### src/rtl/riscv_pkg.sv
// riscv_pkg: RV32I load/store encodings, LSU error codes and LSU state type
// shared by the load/store unit and its lane-alignment helper.
package riscv_pkg;

  // funct3 access size/sign encodings
  localparam logic [2:0] F3_B  = 3'b000;
  localparam logic [2:0] F3_H  = 3'b001;
  localparam logic [2:0] F3_W  = 3'b010;
  localparam logic [2:0] F3_BU = 3'b100;
  localparam logic [2:0] F3_HU = 3'b101;

  // err_code values
  localparam logic [1:0] ERR_NONE     = 2'b00;
  localparam logic [1:0] ERR_MISALIGN = 2'b01;
  localparam logic [1:0] ERR_ILLEGAL  = 2'b10;
  localparam logic [1:0] ERR_TIMEOUT  = 2'b11;

  typedef enum logic [1:0] {
    StIdle = 2'd0,
    StReq  = 2'd1,
    StWait = 2'd2
  } lsu_state_e;

  function automatic logic f3_is_legal(input logic [2:0] f3);
    return (f3 == F3_B) || (f3 == F3_H) || (f3 == F3_W) || (f3 == F3_BU) || (f3 == F3_HU);
  endfunction

  function automatic logic is_misaligned(input logic [2:0] f3, input logic [1:0] off);
    logic mis;
    mis = 1'b0;
    case (f3)
      F3_H, F3_HU: mis = off[0];
      F3_W:        mis = |off;
      default:     mis = 1'b0;
    endcase
    return mis;
  endfunction

endpackage

### src/rtl/lsu_align.sv
// lsu_align: combinational byte-lane handling for the load/store unit.
// Stores: replicate the byte/halfword across the word and build the byte strobe.
// Loads: pick the addressed lane out of the read word and sign/zero-extend it.
module lsu_align
  import riscv_pkg::*;
(
  input  logic [1:0]  st_size_i,    // funct3[1:0]: 00 byte, 01 half, else word
  input  logic [1:0]  st_off_i,
  input  logic [31:0] st_data_i,
  output logic [31:0] st_wdata_o,
  output logic [3:0]  st_wstrb_o,
  input  logic [2:0]  ld_funct3_i,
  input  logic [1:0]  ld_off_i,
  input  logic [31:0] ld_rdata_i,
  output logic [31:0] ld_data_o
);

  logic [7:0]  ld_byte;
  logic [15:0] ld_half;

  // Store lane replication and strobe generation
  always_comb begin
    st_wdata_o = st_data_i;
    st_wstrb_o = 4'b1111;
    case (st_size_i)
      2'b00: begin
        st_wdata_o = {4{st_data_i[7:0]}};
        st_wstrb_o = 4'b0001 << st_off_i;
      end
      2'b01: begin
        st_wdata_o = {2{st_data_i[15:0]}};
        st_wstrb_o = st_off_i[1] ? 4'b1100 : 4'b0011;
      end
      default: begin
        st_wdata_o = st_data_i;
        st_wstrb_o = 4'b1111;
      end
    endcase
  end

  // Load lane extraction and extension
  always_comb begin
    ld_byte   = ld_rdata_i[{ld_off_i, 3'b000} +: 8];
    ld_half   = ld_off_i[1] ? ld_rdata_i[31:16] : ld_rdata_i[15:0];
    ld_data_o = ld_rdata_i;
    case (ld_funct3_i)
      F3_B:    ld_data_o = {{24{ld_byte[7]}}, ld_byte};
      F3_BU:   ld_data_o = {24'h000000, ld_byte};
      F3_H:    ld_data_o = {{16{ld_half[15]}}, ld_half};
      F3_HU:   ld_data_o = {16'h0000, ld_half};
      default: ld_data_o = ld_rdata_i;
    endcase
  end

endmodule

### src/rtl/load_store_unit.sv
// load_store_unit: RV32I memory stage behind the ALU. Drives a single-outstanding
// request/grant/response data port, returns extended load data with rd to writeback,
// and reports misaligned, illegal and timed-out accesses as one-cycle error pulses.
// Build option LSU_MISALIGN_CHECK_EN: when defined, misaligned H/HU/W accesses are
// rejected with a misalign error; when undefined the low address bits are ignored.
module load_store_unit
  import riscv_pkg::*;
#(
  parameter int unsigned ADDR_W         = 32,
  parameter int unsigned TIMEOUT_CYCLES = 16
) (
  input  logic              clk,
  input  logic              reset,
  input  logic              req_valid,
  output logic              req_ready,
  input  logic              is_load,
  input  logic              is_store,
  input  logic [2:0]        funct3,
  input  logic [ADDR_W-1:0] addr,
  input  logic [31:0]       store_data,
  input  logic [4:0]        rd,
  output logic              mem_req,
  output logic              mem_we,
  output logic [ADDR_W-1:0] mem_addr,
  output logic [31:0]       mem_wdata,
  output logic [3:0]        mem_wstrb,
  input  logic              mem_gnt,
  input  logic              mem_rvalid,
  input  logic [31:0]       mem_rdata,
  output logic              wb_valid,
  output logic [4:0]        wb_rd,
  output logic [31:0]       wb_data,
  output logic              st_done,
  output logic              err_valid,
  output logic [1:0]        err_code,
  output logic              busy
);

  localparam int unsigned     CntW    = $clog2(TIMEOUT_CYCLES + 1);
  localparam logic [CntW-1:0] CntLast = CntW'(TIMEOUT_CYCLES - 1);

  lsu_state_e state_q, state_d;

  logic [CntW-1:0]   cnt_q, cnt_d;
  logic [2:0]        ld_f3_q, ld_f3_d;
  logic [1:0]        ld_off_q, ld_off_d;
  logic [4:0]        rd_q, rd_d;

  logic              mem_req_q, mem_req_d;
  logic              mem_we_q, mem_we_d;
  logic [ADDR_W-1:0] mem_addr_q, mem_addr_d;
  logic [31:0]       mem_wdata_q, mem_wdata_d;
  logic [3:0]        mem_wstrb_q, mem_wstrb_d;
  logic              wb_valid_q, wb_valid_d;
  logic [4:0]        wb_rd_q, wb_rd_d;
  logic [31:0]       wb_data_q, wb_data_d;
  logic              st_done_q, st_done_d;
  logic              err_valid_q, err_valid_d;
  logic [1:0]        err_code_q, err_code_d;

  logic              accept;
  logic              req_illegal;
  logic              req_misalign;
  logic              req_ok;
  logic              timeout_hit;
  logic [31:0]       st_wdata;
  logic [3:0]        st_wstrb;
  logic [31:0]       ld_data;

  assign req_ready   = (state_q == StIdle) && reset;
  assign busy        = (state_q != StIdle);
  assign accept      = req_valid && req_ready;
  assign req_illegal = !f3_is_legal(funct3) || (is_load == is_store);
`ifdef LSU_MISALIGN_CHECK_EN
  assign req_misalign = is_misaligned(funct3, addr[1:0]);
`else
  assign req_misalign = 1'b0;
`endif
  assign req_ok      = accept && !req_illegal && !req_misalign;
  // cnt_q counts cycles already spent in REQ/WAIT; this is the last allowed one
  assign timeout_hit = (cnt_q >= CntLast);

  lsu_align u_align (
    .st_size_i   (funct3[1:0]),
    .st_off_i    (addr[1:0]),
    .st_data_i   (store_data),
    .st_wdata_o  (st_wdata),
    .st_wstrb_o  (st_wstrb),
    .ld_funct3_i (ld_f3_q),
    .ld_off_i    (ld_off_q),
    .ld_rdata_i  (mem_rdata),
    .ld_data_o   (ld_data)
  );

  // State register
  always_ff @(posedge clk) begin
    if (!reset) begin
      state_q <= StIdle;
    end else begin
      state_q <= state_d;
    end
  end

  // Next-state logic; a completion on the timeout boundary takes priority
  always_comb begin
    state_d = state_q;
    unique case (state_q)
      StIdle: if (req_ok) state_d = StReq;
      StReq: begin
        if (mem_gnt) begin
          state_d = mem_we_q ? StIdle : StWait;
        end else if (timeout_hit) begin
          state_d = StIdle;
        end
      end
      StWait: if (mem_rvalid || timeout_hit) state_d = StIdle;
      default: state_d = StIdle;
    endcase
  end

  // Next values of the registered outputs and latched request fields
  always_comb begin
    cnt_d       = (state_q == StIdle) ? '0 : cnt_q + CntW'(1);
    ld_f3_d     = ld_f3_q;
    ld_off_d    = ld_off_q;
    rd_d        = rd_q;
    mem_req_d   = mem_req_q;
    mem_we_d    = mem_we_q;
    mem_addr_d  = mem_addr_q;
    mem_wdata_d = mem_wdata_q;
    mem_wstrb_d = mem_wstrb_q;
    wb_valid_d  = 1'b0;
    wb_rd_d     = wb_rd_q;
    wb_data_d   = wb_data_q;
    st_done_d   = 1'b0;
    err_valid_d = 1'b0;
    err_code_d  = err_code_q;
    unique case (state_q)
      StIdle: begin
        if (accept && req_illegal) begin
          err_valid_d = 1'b1;
          err_code_d  = ERR_ILLEGAL;
        end else if (accept && req_misalign) begin
          err_valid_d = 1'b1;
          err_code_d  = ERR_MISALIGN;
        end else if (req_ok) begin
          mem_req_d   = 1'b1;
          mem_we_d    = is_store;
          mem_addr_d  = {addr[ADDR_W-1:2], 2'b00};
          mem_wdata_d = st_wdata;
          mem_wstrb_d = is_store ? st_wstrb : 4'b0000;
          ld_f3_d     = funct3;
          ld_off_d    = addr[1:0];
          rd_d        = rd;
        end
      end
      StReq: begin
        if (mem_gnt) begin
          mem_req_d = 1'b0;
          st_done_d = mem_we_q;
        end else if (timeout_hit) begin
          mem_req_d   = 1'b0;
          err_valid_d = 1'b1;
          err_code_d  = ERR_TIMEOUT;
        end
      end
      StWait: begin
        if (mem_rvalid) begin
          wb_valid_d = 1'b1;
          wb_rd_d    = rd_q;
          wb_data_d  = ld_data;
        end else if (timeout_hit) begin
          err_valid_d = 1'b1;
          err_code_d  = ERR_TIMEOUT;
        end
      end
      default: begin
        mem_req_d = 1'b0;
      end
    endcase
  end

  // Output and request-field registers
  always_ff @(posedge clk) begin
    if (!reset) begin
      cnt_q       <= '0;
      ld_f3_q     <= 3'b000;
      ld_off_q    <= 2'b00;
      rd_q        <= 5'd0;
      mem_req_q   <= 1'b0;
      mem_we_q    <= 1'b0;
      mem_addr_q  <= '0;
      mem_wdata_q <= 32'h0;
      mem_wstrb_q <= 4'b0000;
      wb_valid_q  <= 1'b0;
      wb_rd_q     <= 5'd0;
      wb_data_q   <= 32'h0;
      st_done_q   <= 1'b0;
      err_valid_q <= 1'b0;
      err_code_q  <= ERR_NONE;
    end else begin
      cnt_q       <= cnt_d;
      ld_f3_q     <= ld_f3_d;
      ld_off_q    <= ld_off_d;
      rd_q        <= rd_d;
      mem_req_q   <= mem_req_d;
      mem_we_q    <= mem_we_d;
      mem_addr_q  <= mem_addr_d;
      mem_wdata_q <= mem_wdata_d;
      mem_wstrb_q <= mem_wstrb_d;
      wb_valid_q  <= wb_valid_d;
      wb_rd_q     <= wb_rd_d;
      wb_data_q   <= wb_data_d;
      st_done_q   <= st_done_d;
      err_valid_q <= err_valid_d;
      err_code_q  <= err_code_d;
    end
  end

  assign mem_req   = mem_req_q;
  assign mem_we    = mem_we_q;
  assign mem_addr  = mem_addr_q;
  assign mem_wdata = mem_wdata_q;
  assign mem_wstrb = mem_wstrb_q;
  assign wb_valid  = wb_valid_q;
  assign wb_rd     = wb_rd_q;
  assign wb_data   = wb_data_q;
  assign st_done   = st_done_q;
  assign err_valid = err_valid_q;
  assign err_code  = err_code_q;

endmodule

### config.mk
export PLATFORM = sky130hd
export DESIGN_NAME = load_store_unit
export DESIGN_NICKNAME = d
export VERILOG_FILES = /design/src/rtl/riscv_pkg.sv /design/src/rtl/lsu_align.sv /design/src/rtl/load_store_unit.sv
export SDC_FILE = /design/constraint.sdc
export NUM_CORES = 1
export LEC_CHECK = 0
export ABC_AREA = 1
export CAP_MARGIN = 40
export CORE_MARGIN = 2
export CORE_UTILIZATION = 44
export DETAILED_ROUTE_END_ITERATION = 16
export GPL_TIMING_DRIVEN = 0
export MAX_ROUTING_LAYER = met4
export PLACE_DENSITY = 0.81
export SYNTH_ARGS = -nofsm -noshare
export SYNTH_HDL_FRONTEND = slang
export SYNTH_SLANG_ARGS = --single-unit
### constraint.sdc
create_clock -name clk -period 2.17 [get_ports clk]
set_input_delay 0.3255 -clock clk [delete_from_list [all_inputs] [get_ports clk]]
set_output_delay 0.3255 -clock clk [all_outputs]
set_load 0.005 [all_outputs]
==> flow_metrics.tcl, run 1 <==
set metrics [dict create \
    dr.pass1.iters 5 \
    ys.flop_type "dfxtp_1" \
    grt_antenna_before_repair 0 \
    gp_congestion 1.01 \
    async_flop_share_pct 0 \
    insertion_delay_ns 0.41 \
    sw_frac_of_total_pct 28.0 \
    h-tree-depth 4 \
    cts_hold_buf 0 \
    place_area_um2 8000 \
    synthAdderAreaFrac_pct 1.57 \
    netlist_instances 802 \
    dieArea_um2 13600 \
    fillers 1081 \
    synth_top_area_share_pct 45.6 \
    track_usage_pct 28.7 \
    netlist_area_um2 5580 \
    pwr-share-seq_pct 36.5 \
    synth_cell_types 26 \
    setup_violations 0 \
    grt-ovfl-total 0 \
    core_um2 12500 \
    slew_violations 0 \
    wl_per_cell_um 15.5 \
    drc 0 \
    syn_area_per_cell_um2 6.95 \
    crit_type "flip-flop to output port" \
    first_global_vias 5665 \
    viasPerCell 5.06 \
    design_area_um2 8640 \
    post_cts_buffers 0 \
    numPortBuffers 220 \
    drive_above_1_share_pct 6.35 \
    synth_edf_count 0 \
    yosysWarnings 0 \
    critPathArrivalTime_ns 1.72 \
    cts_made_buffers 17 \
    outcome "finished, final reports clean" \
    finalHoldViolCount 0 \
    r2r_slack_ns 0.30 \
    worst_r2r_path_depth 8 \
    grt_max_degree 17 \
    worst-path-max-fanout 5 \
    r2r-end "ld_f3_q[2]$_SDFFE_PN0P_" \
    ys_seq_area_share_pct 45.6 \
    regToRegStartpoint "state_q[1]$_SDFFE_PN0P_" \
    worst_pin_slew_ns 0.596 \
    synth-simple-area-share_pct 22.7 \
    start_kind "flip-flop" \
    clkPwrFrac_pct 40.1 \
    clockBufferDepth 2 \
    cap_violations 0 \
    critPathLaunch "state_q[1]$_SDFFE_PN0P_" \
    hp-class "input pin to flip-flop" \
    via_count 6210 \
    synth_top_family_by_area "simple AND/OR/NAND/NOR gates" \
    synth_top_area_cell "dfxtp_1" \
    crit_path_end "busy" \
    powerDensity_nw_per_um2 879 \
    grt_setup_unrepaired "false" \
    max_freq_ghz 0.488 \
    total_power_mw 7.59 \
    intPower_mw 5.47 \
    cts-root-buf "clkbuf_16" \
    required_ns 1.84 \
    ant_nets 0 \
    postCtsResizedCells 0 \
    synth-seq-cells 127 \
    fin_hold_ws_ns 0.241 \
    synth-xor-area-share_pct 0 \
    ios 225 \
    grt_pass1_wl_um 29100 \
    worst_slack_ns 0.121 \
    min_period_over_period_pct 94.4 \
    start_util_pct 44.6 \
    postLayoutCoreUtil_pct 69.0 \
    combPwrFrac_pct 23.3 \
    n_antenna_cell 0 \
    synth-compound-area-share_pct 20.7 \
    p_switching_mw 2.13 \
    vdd_drop_max_uv 528 \
    drt_wl_total_um 19000 \
    place_worst_setup_slack_ns -0.0672 \
    synth.mux.area_fraction_pct 0 \
    clk_pin_slew_ns 0.06 \
    die_w_um 117 \
    drtIter0Drc 509 \
    dp_hpwl_um 14300 \
    period_needed_ns 2.05 \
    crit_path_end_kind "output port" \
    synth_area_leaders "dfxtp_1, nand2_1, o21ai_0" \
    std_cell_rows 41 \
    tritoncts_num_sinks 127 \
    leakagePower_nw 3.51 \
    clock_skew_ns 0.00969 \
    cts_tree "done" \
    area_growth_pct 54.8 \
    die_h_um 117 \
    max_slew_margin_pct 60.2 \
    fin_nets 1160 \
]
[routing by layer]
| metal | wire length, um | track usage, % | vias to the layer above | share of wire [%] |
|---|---|---|---|---|
| met1 | 7890 | 34.6 | 2820 | 42 |
| li1 | - | - | 3075 | - |
| met5 | 0 | - | - | 0 |
| met4 | 312 | 10.0 | 0 | 1.6 |
| met2 | 9050 | 46.6 | 287 | 48 |
| met3 | 1730 | 7.78 | 28 | 9.1 |
[synthesized netlist by cell type, types with 2 or more instances]
cell type,count
nand3_1,20
clkbuf_1,24
buf_4,11
buf_1,2
o21ai_1,3
nor2_1,81
o21ai_0,104
dfxtp_1,127
ha_1,7
nor3_1,3
nand2_1,206
o211ai_1,3
buf_2,13
a31oi_1,17
nand2_2,3
inv_2,2
nand4_1,3
a21oi_1,97
inv_1,69
[critical path, cell delays in order (launching register included)]
cell	delay, ns
dfxtp_1	0.39
inv_1	0.11
ha_2	0.21
inv_2	0.10
clkdlybuf4s50_1	0.51
[logic make-up (layout without fill, tap and decap cells)]
kind of cell	count (synthesis)	count (layout)
other	1	2
buffers and inverters	123	375
adders and majority gates	7	7
AOI/OAI and AO/OA	225	225
and+or+nand+nor	319	319
DFF	127	127
[cells in the final DEF, fill, tap and decap left out, types with 2 or more instances in the layout]
cell             Yosys  layout
dfxtp_1            127     126
clkbuf_1            24      24
buf_2               13      13
inv_6                0       4
ha_1                 7       6
o21ai_0            104     104
clkinv_4             0       3
nor2_1              81      81
clkdlybuf4s50_1      0     220
clkinvlp_4           0       3
inv_2                2       3
o211ai_1             3       3
bufinv_16            0       4
a21oi_1             97      97
nand2_2              3       3
nand2_1            206     206
conb_1               1       2
nand3_1             20      20
nor3_1               3       3
inv_1               69      68
nand4_1              3       3
buf_4               11      11
a31oi_1             17      17
buf_1                2       2
clkbuf_16            0      17
o21ai_1              3       3
[stage by stage]
stage	instances	TNS (ns)
after floorplan	803	0
after global placement	1195	-0.0610
after detailed placement	1195	-0.114
after CTS	1227	0
after global routing	1227	0
final	1227	0
[sequential cells by signal, summed over array words and instances (netlist names), 2 cells and up]
| register | flops |
|---|---|
| rd_q | 5 |
| wb_data | 32 |
| cnt_q | 5 |
| state_q | 2 |
| mem_wstrb | 4 |
| mem_wdata | 32 |
| mem_addr | 30 |
| wb_rd | 5 |
| err_code | 2 |
| ld_f3_q | 3 |
| ld_off_q | 2 |
[final cells by class]
| class | count | area (um^2) | share of cell area (%) |
|---|---|---|---|
| inverters | 73 | 277 | 3.20 |
| clock buffers | 17 | 425 | 4.93 |
| repair buffers | 220 | 2200 | 25.5 |
| flip-flops and latches | 127 | 2540 | 29.5 |
| plain buffers | 50 | 245 | 2.84 |
| clock inverters | 15 | 209 | 2.42 |
| well taps | 172 | 215 | 2.49 |
| multi-input cells | 553 | 2520 | 29.2 |
[worst min path at each step]
stage                    startpoint                       to  slack (ns)  depth (start not counted)
6_report                      reset  wb_data[0]$_SDFFE_PN0P_        0.24                          3
5_1_grt                       reset  wb_data[0]$_SDFFE_PN0P_        0.25                          3
4_1_cts                       reset  wb_data[0]$_SDFFE_PN0P_        0.23                          3
3_5_place_dp   rd_q[0]$_SDFFE_PN0P_     rd_q[0]$_SDFFE_PN0P_        0.45                          2
3_3_place_gp   rd_q[2]$_SDFFE_PN0P_     rd_q[2]$_SDFFE_PN0P_        0.44                          2
2_1_floorplan   cnt_q[0]$_SDFF_PP0_      cnt_q[0]$_SDFF_PP0_        0.43                          1
[power groups by stage]
stage | Combinational (mW) | Sequential (mW) | Clock, mW
final | 1.77 | 2.77 | 3.05
after global routing | 1.97 | 2.80 | 3.18
after CTS | 1.76 | 2.77 | 3.07
after detailed placement | 1.75 | 2.82 | 0
after global placement | 1.73 | 2.81 | 0
after floorplan | 0.765 | 2.82 | 0
(Power assumes the default switching activity.)
==> inputs of run 2 (changes only) <==
CORE_UTILIZATION = 45   (was 44)
SYNTH_HIERARCHICAL = 1   (was not set)
==> run 2 against run 1 <==
Compared with the run above: total power fell by 11%; non-clock buffer count rose by 13; combinational power decreased by 33%; sequential power shrank 9.7%; sequential share of layout area down 2.1 points; global-route usage is 1.0 points lower; via count rose by 5.7%; critical endpoint is now req_ready.
==> flow_metrics.tcl, run 2 <==
set metrics [dict create \
    ant_nets 0 \
    first_global_vias 6424 \
    required_ns 1.84 \
    powerDensity_nw_per_um2 723 \
    cap_violations 0 \
    dp_hpwl_um 14700 \
    design_area_um2 9310 \
    tritoncts_num_sinks 127 \
    dr.pass1.iters 5 \
    p_switching_mw 1.75 \
    drive_above_1_share_pct 11.9 \
    clockBufferDepth 2 \
    grt_antenna_before_repair 0 \
    area_growth_pct 49.7 \
    ys_seq_area_share_pct 40.9 \
    worst_pin_slew_ns 0.735 \
    multi_input_area_um2 3070 \
    start_kind "flip-flop" \
    viasPerCell 4.94 \
    netlist_instances 897 \
    h-tree-depth 4 \
    cts_tree "done" \
    outcome "finished, final reports clean" \
    netlist_area_um2 6220 \
    insertion_delay_ns 0.43 \
    worst_slack_ns 0.115 \
    combPwrFrac_pct 17.6 \
    yosys-top-cells-count "nand2_1, dfxtp_1, nor2_1" \
    ios 225 \
    wl_per_cell_um 14.9 \
    synth_area_leaders "dfxtp_1, nand2_1, nor2_1" \
    grt_pass1_wl_um 30900 \
    cts_hold_buf 0 \
    synth_top_area_share_pct 40.9 \
    clk_pin_slew_ns 0.06 \
    max_freq_ghz 0.487 \
    cts-root-buf "clkbuf_16" \
    drtIter0Drc 431 \
    synth_edf_count 0 \
    setup_violations 0 \
    grt_setup_unrepaired "false" \
    crit_path_end_kind "output port" \
    syn_area_per_cell_um2 6.93 \
    n_antenna_cell 0 \
    ys.flop_type "dfxtp_1" \
    vdd_drop_max_uv 521 \
    cts_made_buffers 17 \
    grt_max_degree 17 \
    dieArea_um2 14800 \
    place_area_um2 8660 \
    intPower_mw 4.98 \
    final_cell_mix "nand2_1, clkdlybuf4s50_1, dfxtp_1" \
    regArea_um2 2540 \
    die_h_um 122 \
    period_needed_ns 2.06 \
    synth_top_area_cell "dfxtp_1" \
    min_period_over_period_pct 94.7 \
    via_count 6564 \
    hp-class "input pin to flip-flop" \
    die_w_um 122 \
    max_slew_margin_pct 51.0 \
    gp_congestion 0.928 \
    place_worst_setup_slack_ns -0.107 \
    crit_type "flip-flop to output port" \
    synth-seq-cells 127 \
    std_cell_rows 42 \
    drc 0 \
    synth_cell_types 34 \
    fin_nets 1257 \
    layout_commonest_cell "nand2_1" \
    sw_frac_of_total_pct 26.0 \
    grt-ovfl-total 0 \
    track_usage_pct 27.7 \
    drt_wl_total_um 19800 \
    pwr-share-seq_pct 37.1 \
    slew_violations 0 \
    synth_most_common_cell "nand2_1" \
    finalHoldViolCount 0 \
    core_um2 13300 \
    leakagePower_nw 3.74 \
    clock_skew_ns 0.00876 \
    worst-path-max-fanout 4 \
    yosysWarnings 6 \
    start_util_pct 46.6 \
    critPathArrivalTime_ns 1.73 \
    fillers 1153 \
    numPortBuffers 222 \
    async_flop_share_pct 0 \
    clkPwrFrac_pct 45.3 \
]
==> run 2: cells by family (layout without fill, tap and decap cells) <==
| logic type | after synthesis | after routing | synth area share (%) |
|---|---|---|---|
| compound gates | 143 | 143 | 13.1 |
| fa+ha+maj | 7 | 7 | 1.41 |
| buf+inv | 127 | 381 | 9.90 |
| flops | 127 | 127 | 40.9 |
| other cells | 1 | 2 | 0.0603 |
| simple gates | 492 | 492 | 34.7 |
==> run 2: power by group through the flow <==
stage | clock network [mW] | registers [mW] | logic (mW)
after global placement | 0 | 2.54 | 1.13
after floorplan | 0 | 2.55 | 0.572
after CTS | 3.08 | 2.50 | 1.16
after detailed placement | 0 | 2.55 | 1.14
after global routing | 3.20 | 2.51 | 1.30
final | 3.05 | 2.50 | 1.18
==> run 2: through the flow <==
stage | std cells | utilization, % | setup TNS (ns) | hold slack (ns) | power [mW]
final | 1328 | 69.7 | 0 | 0.446 | 6.73
after floorplan | 898 | - | 0 | 0.430 | 3.12
after detailed placement | 1296 | 64.9 | -1.99 | 0.457 | 3.69
after global routing | 1328 | 69.7 | 0 | 0.442 | 7.01
after global placement | 1296 | 64.9 | -1.50 | 0.447 | 3.67
after CTS | 1328 | 69.6 | 0 | 0.439 | 6.73
==> run 2: critical path, stage by stage (launching register included) <==
cell and delay [ns]:
dfxtp_1 0.34, inv_1 0.15, ha_4 0.18, nand2_1 0.07, inv_1 0.07, clkdlybuf4s50_1 0.50
==> run 2: metal layers <==
metal / GRT usage (%) / routed length, um / vias to the layer above
met5: - / 0 / -
met2: 44.9 / 9290 / 283
met4: 10.9 / 510 / 0
li1: - / - / 3298
met1: 31.0 / 8030 / 2933
met3: 10.4 / 1960 / 50
==> run 2: cell type report <==
class	instances	area share [%]
Timing Repair Buffer	222	23.9
Sequential cell	127	27.3
Multi-Input combinational cell	644	33.0
Clock buffer	20	4.80
Buffer	61	3.93
Inverter	66	2.69
Clock inverter	12	1.98
Tap cell	176	2.37
==> run 2: timing repair <==
item,in CTS,in global routing
setup buffers,0,0
gates resized for setup,0,3
endpoints found under the setup margin,0,2
==> run 2: path summary, 6_finish.rpt <==
path,slack [ns],cells after the start,start,endpoint
max reg2reg,0.29,10,state_q[0]$_SDFFE_PN0P_,mem_wdata[27]$_SDFFE_PN0P_
min,0.45,3,addr[28],mem_addr[28]$_SDFFE_PN0P_
min reg2reg,0.46,2,mem_wdata[2]$_SDFFE_PN0P_,mem_wdata[2]$_SDFFE_PN0P_
max,0.11,5,state_q[0]$_SDFFE_PN0P_,req_ready
